<file path="src/rtl/win_check_sequencer.sv">
// Win detector: after each drop, walks four line directions outward from the dropped
// cell through the board RAM and reports whether a run of WIN_LEN was completed.
module win_check_sequencer #(
  parameter int COLS    = 7,
  parameter int ROWS    = 6,
  parameter int WIN_LEN = 4
) (
  input  logic       CLOCK_50,
  input  logic       RESET_N,
  input  logic       CHECK_FOR_WINNER,
  input  logic [2:0] LAST_COL,
  input  logic [2:0] LAST_ROW,
  input  logic       TURN,
  output logic       RD_EN,
  output logic [2:0] RD_COL,
  output logic [2:0] RD_ROW,
  input  logic [1:0] RD_DATA,
  output logic       BUSY,
  output logic       DONE_CHECK_WINNER,
  output logic       HAS_WON,
  output logic [2:0] dbg_state
);

  // Handshake: CHECK_FOR_WINNER is a one-cycle request honoured only while idle (BUSY=0);
  // DONE_CHECK_WINNER pulses once per accepted request and HAS_WON is valid from that
  // pulse until the next accepted request. RD_DATA answers the RD_EN of the previous cycle.

  typedef enum logic [2:0] {
    S_IDLE  = 3'd0,
    S_SETUP = 3'd1,
    S_STEP  = 3'd2,
    S_CMP   = 3'd3,
    S_DONE  = 3'd4
  } state_t;

  localparam logic signed [3:0] COLS_S  = 4'(COLS);
  localparam logic signed [3:0] ROWS_S  = 4'(ROWS);
  localparam logic        [3:0] WIN_U   = 4'(WIN_LEN);

  state_t            state;
  logic [2:0]        last_col;
  logic [2:0]        last_row;
  logic [1:0]        code;
  logic [1:0]        dir;
  logic              side_neg;
  logic [3:0]        count;
  logic signed [3:0] cur_col;
  logic signed [3:0] cur_row;
  logic              has_won_q;
  logic              busy_q;
  logic              done_q;

  logic signed [3:0] dc;
  logic signed [3:0] dr;
  logic signed [3:0] nxt_col;
  logic signed [3:0] nxt_row;
  logic              in_bounds;
  logic              hit;
  logic              end_side;
  logic              last_side;
  logic              illegal;

  always_comb begin
    dc = 4'sd0;
    dr = 4'sd0;
    case (dir)
      2'd0:    begin dc = 4'sd1;  dr = 4'sd0; end
      2'd1:    begin dc = 4'sd0;  dr = 4'sd1; end
      2'd2:    begin dc = 4'sd1;  dr = 4'sd1; end
      default: begin dc = -4'sd1; dr = 4'sd1; end
    endcase
    nxt_col   = side_neg ? (cur_col - dc) : (cur_col + dc);
    nxt_row   = side_neg ? (cur_row - dr) : (cur_row + dr);
    in_bounds = (nxt_col >= 4'sd0) && (nxt_col < COLS_S) &&
                (nxt_row >= 4'sd0) && (nxt_row < ROWS_S);
    hit       = (RD_DATA == code);
    // A side ends on stepping off the board or on reading a cell that is not ours.
    end_side  = ((state == S_STEP) && !in_bounds) || ((state == S_CMP) && !hit);
    last_side = side_neg && (dir == 2'd3);
    illegal   = ({1'b0, last_col} >= 4'(COLS)) || ({1'b0, last_row} >= 4'(ROWS));
  end

  always_ff @(posedge CLOCK_50 or negedge RESET_N) begin
    if (!RESET_N) begin
      state     <= S_IDLE;
      last_col  <= 3'd0;
      last_row  <= 3'd0;
      code      <= 2'b01;
      dir       <= 2'd0;
      side_neg  <= 1'b0;
      count     <= 4'd1;
      cur_col   <= 4'sd0;
      cur_row   <= 4'sd0;
      has_won_q <= 1'b0;
      busy_q    <= 1'b0;
      done_q    <= 1'b0;
    end else begin
      case (state)
        S_IDLE: begin
          done_q <= 1'b0;
          if (CHECK_FOR_WINNER) begin
            last_col  <= LAST_COL;
            last_row  <= LAST_ROW;
            code      <= TURN ? 2'b10 : 2'b01;
            has_won_q <= 1'b0;
            busy_q    <= 1'b1;
            state     <= S_SETUP;
          end
        end
        S_SETUP: begin
          if (illegal) begin
            has_won_q <= 1'b0;
            done_q    <= 1'b1;
            state     <= S_DONE;
          end else begin
            dir      <= 2'd0;
            side_neg <= 1'b0;
            count    <= 4'd1;
            cur_col  <= signed'({1'b0, last_col});
            cur_row  <= signed'({1'b0, last_row});
            state    <= S_STEP;
          end
        end
        S_STEP: begin
          if (in_bounds) state <= S_CMP;
        end
        S_CMP: begin
          if (hit) begin
            count   <= count + 4'd1;
            cur_col <= nxt_col;
            cur_row <= nxt_row;
            if (count + 4'd1 == WIN_U) begin
              has_won_q <= 1'b1;
              done_q    <= 1'b1;
              state     <= S_DONE;
            end else begin
              state <= S_STEP;
            end
          end
        end
        S_DONE: begin
          done_q <= 1'b0;
          busy_q <= 1'b0;
          state  <= S_IDLE;
        end
        default: state <= S_IDLE;
      endcase

      // Switching to the '-' side keeps count so both halves of a line add up.
      if (end_side) begin
        if (last_side) begin
          has_won_q <= 1'b0;
          done_q    <= 1'b1;
          state     <= S_DONE;
        end else begin
          state    <= S_STEP;
          side_neg <= !side_neg;
          cur_col  <= signed'({1'b0, last_col});
          cur_row  <= signed'({1'b0, last_row});
          if (side_neg) begin
            dir   <= dir + 2'd1;
            count <= 4'd1;
          end
        end
      end
    end
  end

  assign RD_EN             = (state == S_STEP) && in_bounds;
  assign RD_COL            = RD_EN ? nxt_col[2:0] : 3'd0;
  assign RD_ROW            = RD_EN ? nxt_row[2:0] : 3'd0;
  assign BUSY              = busy_q;
  assign DONE_CHECK_WINNER = done_q;
  assign HAS_WON           = has_won_q;
  assign dbg_state         = state;

endmodule

</file>
<file path="config.mk">
export PLATFORM = sky130hd
export DESIGN_NAME = win_check_sequencer
export DESIGN_NICKNAME = d
export VERILOG_FILES = /design/src/rtl/win_check_sequencer.sv
export SDC_FILE = /design/constraint.sdc
export NUM_CORES = 1
export LEC_CHECK = 0
export BUFFER_PORTS_ARGS = -buffer_cell sky130_fd_sc_hd__buf_2
export CAP_MARGIN = 20
export CORE_ASPECT_RATIO = 0.75
export CORE_MARGIN = 3
export CORE_UTILIZATION = 46
export DETAILED_ROUTE_END_ITERATION = 8
export PLACE_DENSITY_LB_ADDON = 0.15
export SLEW_MARGIN = 20
export SYNTH_ARGS = -nofsm -noshare
export SYNTH_HDL_FRONTEND = slang
export SYNTH_SLANG_ARGS = --single-unit
</file>
<file path="constraint.sdc">
create_clock -name CLOCK_50 -period 3.3 [get_ports CLOCK_50]
set_input_delay 0.495 -clock CLOCK_50 [delete_from_list [all_inputs] [get_ports CLOCK_50]]
set_output_delay 0.495 -clock CLOCK_50 [all_outputs]
set_load 0.01 [all_outputs]
</file>
Word-level counts from Yosys, hierarchy flattened

Index checks and enable logic that the tools add are counted.

Output and inout port bits: 13
Input port bits: 12
Flip-flop bits (word level): 29

Reduce and logical (&&, ||, !) cells: 20
$add $sub $neg: 6
Order comparisons: 6
Equality and inequality tests: 13
Muxes and demuxes: 55

Operator list:

| kind                  | count |
|---|---|
| $mux W4               | 15 |
| $pmux W4 S2           | 4 |
| $mux W3               | 9 |
| $mux W1               | 17 |
| $mux W2               | 6 |
| $pmux W3 S4           | 1 |
| $ne A3 B3 Y1 const B  | 3 |
| $add A4 B4 Y4         | 2 |
| $ge A4 B1 Y1 const B  | 2 |
| $lt A4 B4 Y1 const B  | 2 |
| $sub A4 B4 Y4         | 2 |
| $logic_and A1 B1 Y1   | 7 |
| $eq A3 B2 Y1 const B  | 2 |
| $ge A3 B3 Y1 const B  | 2 |
| $pmux W1 S3           | 2 |
| $add A4 B1 Y4 const B | 1 |
| $eq A2 B2 Y1 const B  | 2 |
| $eq A4 B3 Y1 const B  | 1 |
| $reduce_and A2 Y1     | 2 |
| $reduce_or A2 Y1      | 2 |
| $eq A3 B1 Y1 const B  | 1 |
| $eq A3 B3 Y1 const B  | 1 |
| $logic_not A1 Y1      | 3 |
| $logic_not A3 Y1      | 1 |
| 9 further kinds       | 10 |

Longest topological paths before layout

Depth in word-level cells: 14
Depth in mapped cells: 14

Worst setup path after synthesis

No wires, ideal clock.

Path kind: register -> output
Start point: reg dir[1]
End point: out RD_COL[0]
Data arrival time: 2.569 ns
Required time: 2.805 ns
Cell stages (with the launch flop): 14
Slack: 0.236 ns
Cell sequence: dfrtp_1 -> inv_1 -> ha_1 -> inv_1 -> ha_1 -> a21oi_1 -> inv_1 -> ha_1 -> nor2b_1 -> o21a_1 -> or3_4 -> and3_4 -> nand3_1 -> nor2_1

Cells in the longest elaborated chain, start to end: 11
Elaborated cells between the ends (all ways): 21

RTL lines:

| element                                                 | RTL line | source |
|---|---|---|
| start: declaration                                      | 44       | `logic [1:0] dir;` |
| start signal: assignment                                | 161      | `dir <= dir + 2'd1;` |
| $eq A2 B2 Y1 / $logic_not A2 Y1 (equally long branches) | 66       | `case (dir)` |
| $reduce_or A2 Y1 (no source line)                       | --       |  |
| $pmux W4 S2                                             | 66       |  |
| $add A4 B4 Y4 / $sub A4 B4 Y4 (equally long branches)   | 72       | `nxt_col = side_neg ? (cur_col - dc) : (cur_col + dc);` |
| $mux W4                                                 | 72       |  |
| $ge A4 B1 Y1 / $lt A4 B4 Y1 (equally long branches)     | 74       | `in_bounds = (nxt_col >= 4'sd0) && (nxt_col < COLS_S) &&` |
| $logic_and A1 B1 Y1 (2 in a row)                        | 74       |  |
| $logic_and A1 B1 Y1                                     | 75       | `(nxt_row >= 4'sd0) && (nxt_row < ROWS_S);` |
| $logic_and A1 B1 Y1                                     | 169      | `assign RD_EN = (state == S_STEP) && in_bounds;` |
| $mux W3 (*)                                             | 170      | `assign RD_COL = RD_EN ? nxt_col[2:0] : 3'd0;` |
| end: declaration                                        | 15       | `output logic [2:0] RD_COL,` |

Every way passes the cells marked *; elsewhere a longest branch is shown, timed or not.

Worst setup path after layout

Start point: reg dir[1]
End point: out RD_COL[2]

The elaborated chain is that of the path after synthesis.

==> flow_metrics.env <==
export IMPL_status="complete, but fails checks"
export IMPL_violations="setup timing"
export IMPL_n_fill_cell=316
export IMPL_min_period_ps=3360
export IMPL_grt_overflow=0
export IMPL_worstSetupStartpoint="dir[1]"
export IMPL_gp_congestion=0.860
export IMPL_ys_warn_count=0
export IMPL_synth_area_top_cells="dfrtp_1, ha_1, a21oi_1"
export IMPL_cts_sinks=29
export IMPL_dp_slack_ps=-59.4
export IMPL_placed_area_um2=2060
export IMPL_num_vias=1526
export IMPL_end_kind="output port"
export IMPL_synth_xor_area_share_pct=2.85
export IMPL_max_slew_margin_rel_pct=37.8
export IMPL_finalNonFillerCells=278
export IMPL_die_width_um=79.1
export IMPL_ant_nets=0
export IMPL_area_growth_pct=29.7
export IMPL_clkSlewWorstSetupHoldPaths_ps=70
export IMPL_met2_usage_pct=32.1
export IMPL_clockBufferDepth=2
export IMPL_min_delay_path_class="primary input to asynchronous set/reset pin"
export IMPL_wirelength_mm=4.43
export IMPL_die_area_um2=4820
export IMPL_syn_avg_cell_area_um2=10.1
export IMPL_fin_ws_ps=-61.8
export IMPL_r2r_cells=13
export IMPL_cp_required_ps=2800
export IMPL_drc=0
export IMPL_tritoncts="done"
export IMPL_hpwl_mm=3.10
export IMPL_hold_violations=0
export IMPL_skew_ps=8.77
export IMPL_cts_root_buffer="clkbuf_8"
export IMPL_die_y_um=60.9
export IMPL_routed_via_density=5.49
export IMPL_cp_start_kind="flop"
export IMPL_tightest_slew_ps=933
export IMPL_synth_top_family_by_area="compound AO/OA/AOI/OAI gates"
export IMPL_crit_path_max_fanout=7
export IMPL_grt_max_degree=30
export IMPL_yosysTopAreaCell="dfrtp_1"
export IMPL_synth_ff_latch_count=29
export IMPL_grt_pass1_vias=1560
export IMPL_final_cell_mix="dfrtp_1, buf_2, nor2_1"
export IMPL_finalCritPeriodShare_pct=102
export IMPL_io_buffers=24
export IMPL_maxCapViolCount=0
export IMPL_ys_flop_type="dfrtp_1"
export IMPL_syn_inst=183
export IMPL_h_tree_depth=2
export IMPL_synth_edf_count=0
export IMPL_synthesis_nets=209
export IMPL_final_area_um2=2390
export IMPL_ys_seq_area_share_pct=39.5
export IMPL_dpl_cell_count=262
export IMPL_synth_compound_area_share_pct=18.6
export IMPL_diodes=0
export IMPL_placementRows=19
export IMPL_synth_mux_area_fraction_pct=7.25
export IMPL_initial_core_util_pct=49.1
export IMPL_cp_data_arrival_time_ps=2870
export IMPL_worst_setup_path_type="flop to output port"
export IMPL_busiest_layer="met2"
export IMPL_pin_count=25
export IMPL_ys_async_sr_fraction_pct=100
export IMPL_setup_viol=7
export IMPL_synth_top_area_share_pct=36.6
export IMPL_drt_pass1_iter_count=4
export IMPL_fmax_mhz=297
export IMPL_rsz0062_at_grt="true"
export IMPL_nNetsFinal=251
export IMPL_core_area_um2=3760
export IMPL_clk_latency_ps=280
export IMPL_grt_use_met1_pct=26.4
export IMPL_synth_cell_types=54
export IMPL_synth_simple_area_share_pct=16.9
export IMPL_final_core_util_pct=63.7
export IMPL_final_common_cell="dfrtp_1"
export IMPL_met3_usage_pct=5.19
export IMPL_grt_pass1_wl_mm=7.26
export IMPL_layout_drive_gt1_share_pct=44.2
export IMPL_drt_iter0_markers=68
export IMPL_slew_viol_final=0
export IMPL_numCtsBuffers=5
export IMPL_grt_usage_pct=19.7
export IMPL_wl_per_cell_um=15.9
export IMPL_antenna_found_initial=0
export IMPL_synth_fa_ha_area_share_pct=10.3
export IMPL_r2r_start="dir[0]"
export IMPL_syn_cell_area_um2=1850
## layout make-up
type / instances / area [µm²] / area share (%)
tap: 52 / 65.1 / 2.72
clock inverter: 2 / 37.5 / 1.57
timing repair buffer: 39 / 239 / 9.98
inverter: 15 / 58.8 / 2.46
sequential: 29 / 729 / 30.5
clock buffer: 6 / 82.6 / 3.45
multi-input combinational: 135 / 1180 / 49.3
## registers in the layout, indices dropped and copies added (netlist names)
register           flops
cur_col                4
last_col               3
side_neg               1
cur_row                4
dbg_state              3
code                   2
BUSY                   1
count                  4
DONE_CHECK_WINNER      1
last_row               3
HAS_WON                1
dir                    2
## per-layer routing
layer  routed length, µm  vias up
li1                    -      727
met1                1990      725
met2                2050       64
met3                 288       10
met4                  97        0
met5                   0        -
## cells in the mapped netlist, types with 2 or more instances
cell type	number
a21oi_1	19
a22oi_1	3
dfrtp_1	27
dfstp_2	2
fa_1	2
ha_1	12
inv_1	13
mux2_2	7
mux2i_1	3
nand2_1	9
nand3_1	2
nand3b_1	2
nor2_1	25
nor2_2	2
nor3_1	2
o21a_1	2
o21ai_0	4
o2bb2ai_1	6
or3_4	2
xor2_1	5
## what timing repair did
| item | in CTS | in global routing |
|---|---|---|
| pin swaps | 4 | 8 |
| hold buffers | 0 | 0 |
| gates resized for setup | 18 | 16 |
| endpoints found under the setup margin | 13 | 7 |
| gates cloned | 0 | 0 |
| buffers inserted | 4 | 4 |
## stage by stage
stage,hold WS [ps],TNS (ps)
after CTS,255,-200
after global routing,277,-1120
final,234,-280
after global placement,468,0
after floorplan,199,0
after detailed placement,481,-338
## worst max-delay path, cell delays in order, from the launching register on
cell	delay, ps
dfrtp_1	430
buf_4	160
ha_2	190
nor2_2	190
a21oi_4	60
fa_2	380
xor2_2	190
o32ai_2	120
nor3b_4	210
and3_4	230
nand3_4	130
nor2_1	140
buf_2	140
## kinds of logic (layout without fill, tap and decap cells)
logic type      after synthesis  count (layout)
buf+inv                      19              62
xor+xnor                      6               6
flops                        29              29
compound gates               46              46
fa+ha+maj                    14              14
mux                          12              12
simple gates                 57              57
## final timing paths
check | endpoint | slack [ps]
setup reg to reg | dbg_state[2] | 150
max in group asynchronous | dir[0] | 2610
hold / removal | cur_row[1] | 230
min in group CLOCK_50 | code[0] | 370
hold reg to reg | cur_row[0] | 490
setup / recovery | RD_COL[2] | -60
Power is not shown: default switching activity piles up to over one toggle a cycle in this logic, so the estimate is an artifact.
